### src/rtl/mem_vec_stage_pkg.sv
// Shared sizes, operation/state encodings and the lane-slice helper for the
// vector memory stage.
package mem_stage_pkg;

   localparam int ADDR_W     = 21;
   localparam int LANE_W     = 24;
   localparam int LANES      = 8;
   localparam int VEC_W      = LANES * LANE_W;
   localparam int LANE_IDX_W = $clog2(LANES);

   typedef enum logic [1:0] {
      OP_NONE = 2'd0,
      OP_PASS = 2'd1,
      OP_VLD  = 2'd2,
      OP_VST  = 2'd3
   } mem_op_t;

   typedef enum logic [1:0] {
      IDLE   = 2'd0,
      LOAD   = 2'd1,
      LDRAIN = 2'd2,
      STORE  = 2'd3
   } state_t;

   function automatic logic [LANE_W-1:0] lane_sel(input logic [VEC_W-1:0]      vec,
                                                   input logic [LANE_IDX_W-1:0] i);
      return vec[i*LANE_W +: LANE_W];
   endfunction

endpackage

### src/rtl/mem_vec_stage_if.sv
// Bundles the execute-side, data-memory and writeback signals of the stage.
// The stage itself uses the slave view; the surrounding pipeline uses master.
interface mem_vec_stage_if;
   import mem_stage_pkg::*;

   logic              valid_in;
   mem_op_t           op_in;
   logic [ADDR_W-1:0] addr_in;
   logic [VEC_W-1:0]  vec_in;
   logic              stall;

   logic [ADDR_W-1:0] mem_addr;
   logic [LANE_W-1:0] mem_wdata;
   logic              mem_we;
   logic              mem_re;
   logic [LANE_W-1:0] mem_rdata;

   logic              wb_valid;
   logic              wb_is_vec;
   logic [ADDR_W-1:0] wb_scalar;
   logic [VEC_W-1:0]  wb_vec;

   modport slave (
      input  valid_in, op_in, addr_in, vec_in, mem_rdata,
      output stall, mem_addr, mem_wdata, mem_we, mem_re,
             wb_valid, wb_is_vec, wb_scalar, wb_vec
   );

   modport master (
      output valid_in, op_in, addr_in, vec_in, mem_rdata,
      input  stall, mem_addr, mem_wdata, mem_we, mem_re,
             wb_valid, wb_is_vec, wb_scalar, wb_vec
   );

endinterface

### src/rtl/mem_vec_stage_lane_seq.sv
// Lane counter plus base+lane word-address generator, shared by the vector
// load and store sequences. Addresses wrap modulo 2^ADDR_W.
module vec_lane_seq
   import mem_stage_pkg::*;
(
   input  logic                  clk,
   input  logic                  rst,
   input  logic                  start_i,
   input  logic                  en_i,
   input  logic [ADDR_W-1:0]     base_i,
   output logic [LANE_IDX_W-1:0] lane_o,
   output logic [ADDR_W-1:0]     addr_o,
   output logic                  last_o
);

   logic [LANE_IDX_W-1:0] lane_q, lane_d;
   logic [ADDR_W-1:0]     base_q, base_d;

   // NOTE: every output of a combinational block gets a default first, so no
   // path can leave it unassigned and infer a latch.
   always_comb begin
      lane_d = lane_q;
      base_d = base_q;
      if (start_i) begin
         lane_d = '0;
         base_d = base_i;
      end else if (en_i) begin
         lane_d = lane_q + LANE_IDX_W'(1);
      end
   end

   // NOTE: clocked state is updated with non-blocking assignments so every
   // register samples its pre-edge value regardless of statement order.
   always_ff @(posedge clk) begin
      if (rst) begin
         lane_q <= '0;
         base_q <= '0;
      end else begin
         lane_q <= lane_d;
         base_q <= base_d;
      end
   end

   assign lane_o = lane_q;
   assign addr_o = base_q + ADDR_W'(lane_q);
   assign last_o = (lane_q == LANE_IDX_W'(LANES - 1));

endmodule

### src/rtl/mem_vec_stage.sv
// Memory stage after execute: scalar pass-through, or a vector load/store
// serialised one lane per cycle over the single-lane data-memory port.
module mem_vec_stage
   import mem_stage_pkg::*;
(
   input  logic           clk,
   input  logic           rst,
   mem_vec_stage_if.slave bus
);

   state_t                state_q, state_d;
   logic                  accept;
   logic                  start_vec;
   logic                  seq_en;
   logic                  seq_last;
   logic [LANE_IDX_W-1:0] seq_lane;
   logic [ADDR_W-1:0]     seq_addr;

   logic [VEC_W-1:0]      vec_q;
   logic                  rd_pend_q;
   logic [LANE_IDX_W-1:0] rd_lane_q;
   logic                  wb_valid_q;
   logic                  wb_is_vec_q;
   logic [ADDR_W-1:0]     wb_scalar_q;

   assign accept    = (state_q == IDLE) && bus.valid_in && (bus.op_in != OP_NONE);
   assign start_vec = accept && ((bus.op_in == OP_VLD) || (bus.op_in == OP_VST));
   assign seq_en    = (state_q == LOAD) || (state_q == STORE);

   vec_lane_seq u_lane_seq (
      .clk     (clk),
      .rst     (rst),
      .start_i (start_vec),
      .en_i    (seq_en),
      .base_i  (bus.addr_in),
      .lane_o  (seq_lane),
      .addr_o  (seq_addr),
      .last_o  (seq_last)
   );

   always_ff @(posedge clk) begin
      if (rst) state_q <= IDLE;
      else     state_q <= state_d;
   end

   always_comb begin
      state_d       = state_q;
      bus.stall     = (state_q != IDLE);
      bus.mem_re    = 1'b0;
      bus.mem_we    = 1'b0;
      bus.mem_addr  = '0;
      bus.mem_wdata = '0;
      case (state_q)
         IDLE: begin
            if (accept && (bus.op_in == OP_VLD))      state_d = LOAD;
            else if (accept && (bus.op_in == OP_VST)) state_d = STORE;
         end
         LOAD: begin
            bus.mem_re   = 1'b1;
            bus.mem_addr = seq_addr;
            if (seq_last) state_d = LDRAIN;
         end
         LDRAIN: begin
            state_d = IDLE;
         end
         STORE: begin
            bus.mem_we    = 1'b1;
            bus.mem_addr  = seq_addr;
            bus.mem_wdata = lane_sel(vec_q, seq_lane);
            if (seq_last) state_d = IDLE;
         end
         default: begin
            state_d = IDLE;
         end
      endcase
   end

   // Read data returns one cycle after its issue, so the issuing lane is
   // remembered for one cycle; LDRAIN exists to catch the final lane.
   // NOTE: the vector buffer is a register bank that is explicitly cleared on
   // reset, so a partially loaded vector never leaks into a later writeback.
   always_ff @(posedge clk) begin
      if (rst) begin
         vec_q       <= '0;
         rd_pend_q   <= 1'b0;
         rd_lane_q   <= '0;
         wb_valid_q  <= 1'b0;
         wb_is_vec_q <= 1'b0;
         wb_scalar_q <= '0;
      end else begin
         wb_valid_q <= 1'b0;
         rd_pend_q  <= (state_q == LOAD);
         rd_lane_q  <= seq_lane;

         if (rd_pend_q) vec_q[rd_lane_q*LANE_W +: LANE_W] <= bus.mem_rdata;
         if (accept && (bus.op_in == OP_VST)) vec_q <= bus.vec_in;

         if (accept && (bus.op_in == OP_PASS)) begin
            wb_valid_q  <= 1'b1;
            wb_is_vec_q <= 1'b0;
            wb_scalar_q <= bus.addr_in;
         end
         if (state_q == LDRAIN) begin
            wb_valid_q  <= 1'b1;
            wb_is_vec_q <= 1'b1;
         end
      end
   end

   assign bus.wb_valid  = wb_valid_q;
   assign bus.wb_is_vec = wb_is_vec_q;
   assign bus.wb_scalar = wb_scalar_q;
   assign bus.wb_vec    = vec_q;

endmodule
### src/flat_wrapper.sv
// flat-port wrapper written by rule: the top's interface ports become plain ports
module mem_vec_stage_flat import mem_stage_pkg::*;
  (clk, rst, bus_valid_in, bus_op_in, bus_addr_in, bus_vec_in, bus_mem_rdata, bus_stall, bus_mem_addr, bus_mem_wdata, bus_mem_we, bus_mem_re, bus_wb_valid, bus_wb_is_vec, bus_wb_scalar, bus_wb_vec);
  mem_vec_stage_if bus_i ();
  input  logic clk;
  input  logic rst;
  input wire logic [$bits(bus_i.valid_in)-1:0] bus_valid_in;
  input wire logic [$bits(bus_i.op_in)-1:0] bus_op_in;
  input wire logic [$bits(bus_i.addr_in)-1:0] bus_addr_in;
  input wire logic [$bits(bus_i.vec_in)-1:0] bus_vec_in;
  input wire logic [$bits(bus_i.mem_rdata)-1:0] bus_mem_rdata;
  output wire logic [$bits(bus_i.stall)-1:0] bus_stall;
  output wire logic [$bits(bus_i.mem_addr)-1:0] bus_mem_addr;
  output wire logic [$bits(bus_i.mem_wdata)-1:0] bus_mem_wdata;
  output wire logic [$bits(bus_i.mem_we)-1:0] bus_mem_we;
  output wire logic [$bits(bus_i.mem_re)-1:0] bus_mem_re;
  output wire logic [$bits(bus_i.wb_valid)-1:0] bus_wb_valid;
  output wire logic [$bits(bus_i.wb_is_vec)-1:0] bus_wb_is_vec;
  output wire logic [$bits(bus_i.wb_scalar)-1:0] bus_wb_scalar;
  output wire logic [$bits(bus_i.wb_vec)-1:0] bus_wb_vec;
  assign bus_i.valid_in = bus_valid_in;
  assign bus_i.op_in = bus_op_in;
  assign bus_i.addr_in = bus_addr_in;
  assign bus_i.vec_in = bus_vec_in;
  assign bus_i.mem_rdata = bus_mem_rdata;
  assign bus_stall = bus_i.stall;
  assign bus_mem_addr = bus_i.mem_addr;
  assign bus_mem_wdata = bus_i.mem_wdata;
  assign bus_mem_we = bus_i.mem_we;
  assign bus_mem_re = bus_i.mem_re;
  assign bus_wb_valid = bus_i.wb_valid;
  assign bus_wb_is_vec = bus_i.wb_is_vec;
  assign bus_wb_scalar = bus_i.wb_scalar;
  assign bus_wb_vec = bus_i.wb_vec;
  mem_vec_stage u_core (.clk(clk), .rst(rst), .bus(bus_i));
endmodule
### config.mk
export PLATFORM = sky130hd
export DESIGN_NAME = mem_vec_stage_flat
export DESIGN_NICKNAME = d
export VERILOG_FILES = /design/src/rtl/mem_vec_stage_pkg.sv /design/src/rtl/mem_vec_stage_if.sv /design/src/rtl/mem_vec_stage_lane_seq.sv /design/src/rtl/mem_vec_stage.sv /design/src/flat_wrapper.sv
export SDC_FILE = /design/constraint.sdc
export NUM_CORES = 1
export LEC_CHECK = 0
export BUFFER_PORTS_ARGS = -buffer_cell sky130_fd_sc_hd__buf_2
export CAP_MARGIN = 20
export CORE_AREA = 2 2 196 198
export DETAILED_ROUTE_END_ITERATION = 8
export DIE_AREA = 0 0 198 200
export SLEW_MARGIN = 30
export SYNTH_ARGS = -nofsm -noshare
export SYNTH_HDL_FRONTEND = slang
export SYNTH_SLANG_ARGS = --single-unit
### constraint.sdc
create_clock -name clk -period 3.8 [get_ports clk]
set_input_delay 0.57 -clock clk [delete_from_list [all_inputs] [get_ports clk]]
set_output_delay 0.57 -clock clk [all_outputs]
set_load 0.05 [all_outputs]
# Yosys cells after proc, flatten, opt, wreduce, memory -nomap -nowiden
# Index checks and enable logic that the tools add are counted.
# totals
ff_bits,245
input_bits,242
out_inout_bits,263
# op_classes
addsub,3
multipliers,2
eq_ne,10
shift,3
n_mux,16
reduce_logical,16
# op_table
operator,n
$mux 192,2
$bwmux 192,1
$shift 24x34->192 const A,1
$shiftx 192x9->24,1
$shiftx 24x34->192,1
$neg 8->34,1
$mux 24,1
$add 21x3->21,1
$mux 21,1
$mul 3x2->5 const B,2
$eq 2x2->1 const B,4
$mux 2,4
$pmux 2 s4,1
$reduce_bool 2->1,4
$logic_and 1x1->1,6
$mux 1,6
$eq 2x1->1 const B,2
$ne 2x1->1 const B,2
$reduce_or 2->1,2
$add 3x1->3 const B,1
$eq 3x3->1 const B,1
$ne 3x3->1 const B,1
$reduce_and 3->1,1
$logic_not 2->1,1
$logic_or 1x1->1,2

# Longest topological paths before layout
# depth
ltp_word,7
depth_mapped,15
mapped_depth_nobuf,11

# Modules after synthesis
# From an unflattened synthesis, not the netlist that was laid out.
# unflattened
hier_cells,1584
area_unflattened_um2,14032.2
# by_module_without_submodules
mod,instances,cells_each,area_each_um2,seq_area_each_um2
mem_vec_stage,1,1442,12684.7,4424.2
vec_lane_seq,1,142,1347.5,480.5

# Worst setup path after synthesis
# OpenSTA, ideal clock, no wires.
# synth_path
path_kind,register to register
from,reg u_core.rd_lane_q[1]
to,"reg u_core.vec_q[65], in the netlist u_core.bus.wb_vec[65]"
arrival_time_ns,3.321
required_time_ns,3.714
slack_ns,0.394
path_stages_with_launch,13
path_buffers,3
synth_period_minus_slack_ns,3.406
path_cell_list,dfxtp_1 > ha_1 > fa_1 > buf_4 > xnor2_2 > buf_2 > and2_1 > ha_1 > clkbuf_1 > nand2_2 > nor3_4 > mux2_2 > a211oi_1
# synth_via
elab_chain_len,6
# synth_rtl
element,line_no,source
start: declaration,mem_vec_stage.sv:21,logic [LANE_IDX_W-1:0] rd_lane_q;
start signal: assignment,mem_vec_stage.sv:93,rd_lane_q <= seq_lane;
$mul 3x2->5 (*),mem_vec_stage.sv:95,if (rd_pend_q) vec_q[rd_lane_q*LANE_W +: LANE_W] <= bus.mem_rdata;
$neg 8->34 (*),mem_vec_stage.sv:95,
$shiftx 24x34->192 / $shift 24x34->192 (equally long branches),mem_vec_stage.sv:95,
$bwmux 192 (*),mem_vec_stage.sv:95,
$mux 192 (*),mem_vec_stage.sv:95,
$mux 192 (*),mem_vec_stage.sv:96,if (accept && (bus.op_in == OP_VST)) vec_q <= bus.vec_in;
end signal: indexed assignment,mem_vec_stage.sv:95,
end signal: assignment,mem_vec_stage.sv:96,
end: declaration,mem_vec_stage.sv:19,logic [VEC_W-1:0] vec_q;
# Every way passes the cells marked *; elsewhere a longest branch is shown, timed or not. The select of a mux whose other input is x is not followed.
# A chain may end at the register's enable or synchronous reset.

# Worst setup path after layout
# layout_path
from,reg u_core.rd_lane_q[1]
to,"reg u_core.vec_q[169], in the netlist u_core.bus.wb_vec[169]"
# The elaborated chain is that of the path after synthesis.

==> run summary <==
The final period demand of the worst path came out at roughly 3600 ps. Clock-pin slew was measured on the worst setup and hold paths at approximately 60 ps. The sum of net half-perimeters after detailed placement is ~64000 µm.

The final setup violation count is 0. The count of max-cap constraint violations is 0. Summed over all nets, wire length on met2 after detailed routing comes to around 36000 µm.

The setup TNS is 0 ps. The tree built by TritonCTS fans out to about 250 sinks. The maximum number of pins on one net before global-route repair came out at just under 80. The net count after synthesis is about 1900. Dividing the detail-routed wire length by the instance count gives just over 30 µm. The average vias per placed instance is between 6 and 7. For this run, the number of Yosys warnings is 0. The placeable core area came out at between 30000 and 40000 µm². The number of antenna violations at the first check in global routing came out at 11. The initial standard-cell utilization of the core came out at a little under two fifths. At the end of the flow, the number of nets in the layout was approximately 2400. The top-level I/O count came out at 505. The launch instance of the worst register-to-register path is u_core.rd_lane_q[1]$_SDFF_PP0_. The met3 layer wire length in the routed design came out at approximately 9700 µm. Dividing the synthesized area by the synthesized cell count gives roughly 8.7 µm². The share of final-layout standard cells stronger than drive strength 1 is a little over a third. The number of global-route vias before repair is 15500. The storage element area came out at ~5000 µm². The horizontal extent of the die came out at approximately 200 µm. The post-synthesis sequential element count is around 250. The required time of the critical path came out at 4270 ps. After floorplanning, the core was divided into 71 placement rows. After synthesis the cells add up to approximately 14000 µm². The count of buffers added on input and output ports is 504. sky130_fd_sc_hd__dfxtp_1 takes more of the synthesized area than any other cell. The worst pin sits at a relative slew slack of 32.9%. The clock passes through at most 3 buffers. Counting cells, the worst reg-to-reg path comes to 12. The min-delay analysis places its worst path in the category in -> reg. The peak fanout along the critical path came out at 25. Among all flip-flop cells after synthesis, the most frequent one is sky130_fd_sc_hd__dfxtp_1. Across the routed clock network, the largest skew measured is approximately 30 ps.

The startpoint of the lowest-slack hold path is bus_vec_in[177]. The number of iterations in the first detailed-routing pass is 6. The total leakage power is 7.75 nW. Summed over its instances, the top area cell type makes up 34.9% of the synthesized netlist area. For this run, design rule violations remaining after detail routing come to 0.

The fraction of the yosys area taken by sequential cells came out at between 30% and 40%. The CTS tree is yes. The flow ran to the end, and the final reports show no timing, DRC or antenna violations. The height of the die came out at 200 µm. The number of pins with negative max-slew slack in the final report is 0. The category of the critical setup timing path is reg -> reg. The number of CTS-inserted buffers came out at 29.

The placement-stage cell area is 17300 µm². The pre-CTS setup slack came out at 327 ps. The post-synthesis cell type count came out at 83. The wire length after detailed routing came out at between 80000 and 90000 µm. The number of hold buffers added after CTS is 0. Sorting the synthesized cells by area gives the leading types as sky130_fd_sc_hd__dfxtp_1 35%, sky130_fd_sc_hd__mux4_2 7.7%, sky130_fd_sc_hd__nand2_1 6.9%, sky130_fd_sc_hd__a221o_1 5.6%, sky130_fd_sc_hd__nor2_1 4.6%. The transition time at the pin with the least slew margin came out at around 990 ps. The final-layout worst hold slack came out at between 150 and 200 ps. The peak supply drop came out at 0.000260 V.

The first global-routing pass estimated approximately 110000 µm of wire. In the final routing, the length of wire on met1 measures 30000 µm. The top metal layer carrying routed signals is met5.

STA classifies the critical path startpoint as a flop. The cell area after layout came out at between 15000 and 20000 µm². After layout, the worst path uses a little over nine tenths of the clock period.

In the post-route analysis, the smallest setup slack over all paths is around 190 ps. The number of flops mapped to enable cells by yosys is 0. In this run the number of H-tree levels came out at 1. Setup repair after global routing left no endpoint under its margin. The maximum clock frequency is between 200 and 300 MHz. The total overflow left after global routing is 0. Fill cells in the final layout number 3759. Summing internal, switching and leakage power gives between 7 and 8 mW. The share of flip-flops with an asynchronous set or reset is 0%. The count of nets left with antenna violations once routing finished came out at 0. The capture point of the worst reg-to-reg path is u_core.bus.wb_vec[169]$_SDFFE_PP0P_. The number of cells produced by synthesis came out at between 1500 and 2000. Compared with the post-synthesis result, the final layout area differs by 29.8%.

Across all layers, the routed design uses around 16000 vias. The endpoint of the worst hold-timing path is u_core.bus.wb_vec[177]$_SDFFE_PP0P_. The global-route usage over all layers came out at about two fifths. The violation count after the first detailed-route iteration came out at between 1500 and 2000.

For this design the ratio of total power to cell area is between 300 and 400 nW/µm². The full die area is 39600 µm². The data arrival time of the critical path is approximately 4100 ps.

The clock insertion delay at the later pin of the skew report is 580 ps. The worst hold path was traced through 3 stages. The setup slack of the worst register-to-register path came out at around 190 ps. The worst setup path is captured at a flop. The multi-input combinational cell area is about 8600 µm². The root buffer cell is sky130_fd_sc_hd__clkbuf_16. The count of final hold-check violations came out at 0. The final weighted congestion in routability-driven placement came out at 1.06.
## layer usage
metal | GRT usage [%] | vias to the layer above
li1 | - | 7038
met1 | 48.9 | 7920
met2 | 62.6 | 1235
met3 | 10.9 | 234
met4 | 25.1 | 12
met5 | 0 | -
## cells in the final DEF, fill, tap and decap left out, types with 11 or more instances in the layout
cell                          n
sky130_fd_sc_hd__dfxtp_1    241
sky130_fd_sc_hd__nor2b_1     30
sky130_fd_sc_hd__o21ai_0     41
sky130_fd_sc_hd__nand2_1    255
sky130_fd_sc_hd__a221o_1     79
sky130_fd_sc_hd__nor3_1      22
sky130_fd_sc_hd__xnor2_1     14
sky130_fd_sc_hd__a22oi_1     34
sky130_fd_sc_hd__nand3_1     29
sky130_fd_sc_hd__clkbuf_16   29
sky130_fd_sc_hd__and3_1      17
sky130_fd_sc_hd__nand2b_1    15
sky130_fd_sc_hd__a32oi_1     28
sky130_fd_sc_hd__and2_1      26
sky130_fd_sc_hd__mux2_2      19
sky130_fd_sc_hd__nor2_1     171
sky130_fd_sc_hd__o211ai_1    13
sky130_fd_sc_hd__a21oi_1    101
sky130_fd_sc_hd__mux2i_1     56
sky130_fd_sc_hd__inv_1       18
sky130_fd_sc_hd__ha_1        11
sky130_fd_sc_hd__buf_4       69
sky130_fd_sc_hd__a211oi_1    33
sky130_fd_sc_hd__buf_2      503
sky130_fd_sc_hd__a222oi_1    24
sky130_fd_sc_hd__nand4_1     12
sky130_fd_sc_hd__mux4_2      48
## cell families after synthesis
kind of cell / Yosys count / synth area share [%]
xor gates and xnor gates: 24 / 1.66
buffers and inverters: 143 / 4.31
AOI/OAI and AO/OA: 445 / 24.0
adders and majority gates: 13 / 1.26
DFF: 245 / 34.9
and+or+nand+nor: 626 / 20.7
muxes: 123 / 13.2
## critical path, stage by stage, from the launching register on
cell,delay (ps)
sky130_fd_sc_hd__dfxtp_1,360
sky130_fd_sc_hd__ha_1,230
sky130_fd_sc_hd__fa_1,500
sky130_fd_sc_hd__xnor2_2,190
sky130_fd_sc_hd__and2_1,150
sky130_fd_sc_hd__ha_1,350
sky130_fd_sc_hd__buf_4,260
sky130_fd_sc_hd__a21oi_2,200
sky130_fd_sc_hd__buf_4,210
sky130_fd_sc_hd__nand2_1,180
sky130_fd_sc_hd__nor3_1,540
sky130_fd_sc_hd__a21oi_1,90
sky130_fd_sc_hd__a211oi_1,240
## where the power goes
group	switching (mW)	internal, mW
Sequential	0.132	2.68
Combinational	1.03	0.437
Clock	1.21	1.62
Total	2.37	4.73
## sequential cells by signal, summed over array words and instances (netlist names)
signal,cells
u_core.bus.wb_vec,192
u_core.bus.wb_scalar,21
u_core.u_lane_seq.base_q,21
u_core.rd_lane_q,3
u_core.u_lane_seq.lane_o,3
u_core.state_q,2
u_core.bus.wb_is_vec,1
u_core.bus.wb_valid,1
u_core.rd_pend_q,1
## Yosys cell counts, drive strengths merged, types with 24 or more instances
library cell,count
clkbuf,91
a21oi,104
nand3,32
buf,33
a32oi,28
a222oi,24
nor2b,30
mux2i,56
dfxtp,245
nand2,259
a221o,79
mux4,48
a22oi,34
nor3,28
a211oi,35
nor2,173
and2,28
o21ai,43
## timing repair
| item | 4_1_cts | 5_1_grt |
|---|---|---|
| buffers inserted | 0 | 2 |
| resized for setup | 1 | 0 |
| setup endpoints to repair | 1 | 1 |
## through the flow
step | instances | util [%]
5_1_grt | 2634 | 48.8
3_5_place_dp | 2578 | 46.2
4_1_cts | 2630 | 48.7
2_1_floorplan | 1619 | -
3_3_place_gp | 2578 | 46.1
6_report | 2636 | 48.8
## layout make-up
type,count,share of cell area [%]
multi-input combinational,1231,47.1
sequential,245,26.9
timing repair buffer,574,16.9
clock buffer,40,4.64
tap,511,3.50
clock inverter,12,0.535
inverter,19,0.391
antenna,4,0.0549
## worst max-delay path by stage
| stage | startpoint | end | cells after the start |
|---|---|---|---|
| floorplan | u_core.rd_lane_q[1]$_SDFF_PP0_ | u_core.bus.wb_vec[65]$_SDFFE_PP0P_ | 12 |
| global placement | u_core.rd_lane_q[1]$_SDFF_PP0_ | u_core.bus.wb_vec[171]$_SDFFE_PP0P_ | 12 |
| detailed placement | u_core.rd_lane_q[1]$_SDFF_PP0_ | u_core.bus.wb_vec[70]$_SDFFE_PP0P_ | 10 |
| CTS | u_core.u_lane_seq.lane_o[0]$_SDFFE_PP0P_ | bus_mem_addr[20] | 9 |
| global route | u_core.rd_lane_q[1]$_SDFF_PP0_ | u_core.bus.wb_vec[59]$_SDFFE_PP0P_ | 8 |
| finish | u_core.rd_lane_q[1]$_SDFF_PP0_ | u_core.bus.wb_vec[169]$_SDFFE_PP0P_ | 12 |
Note: power is estimated with default switching activity, not from simulation.
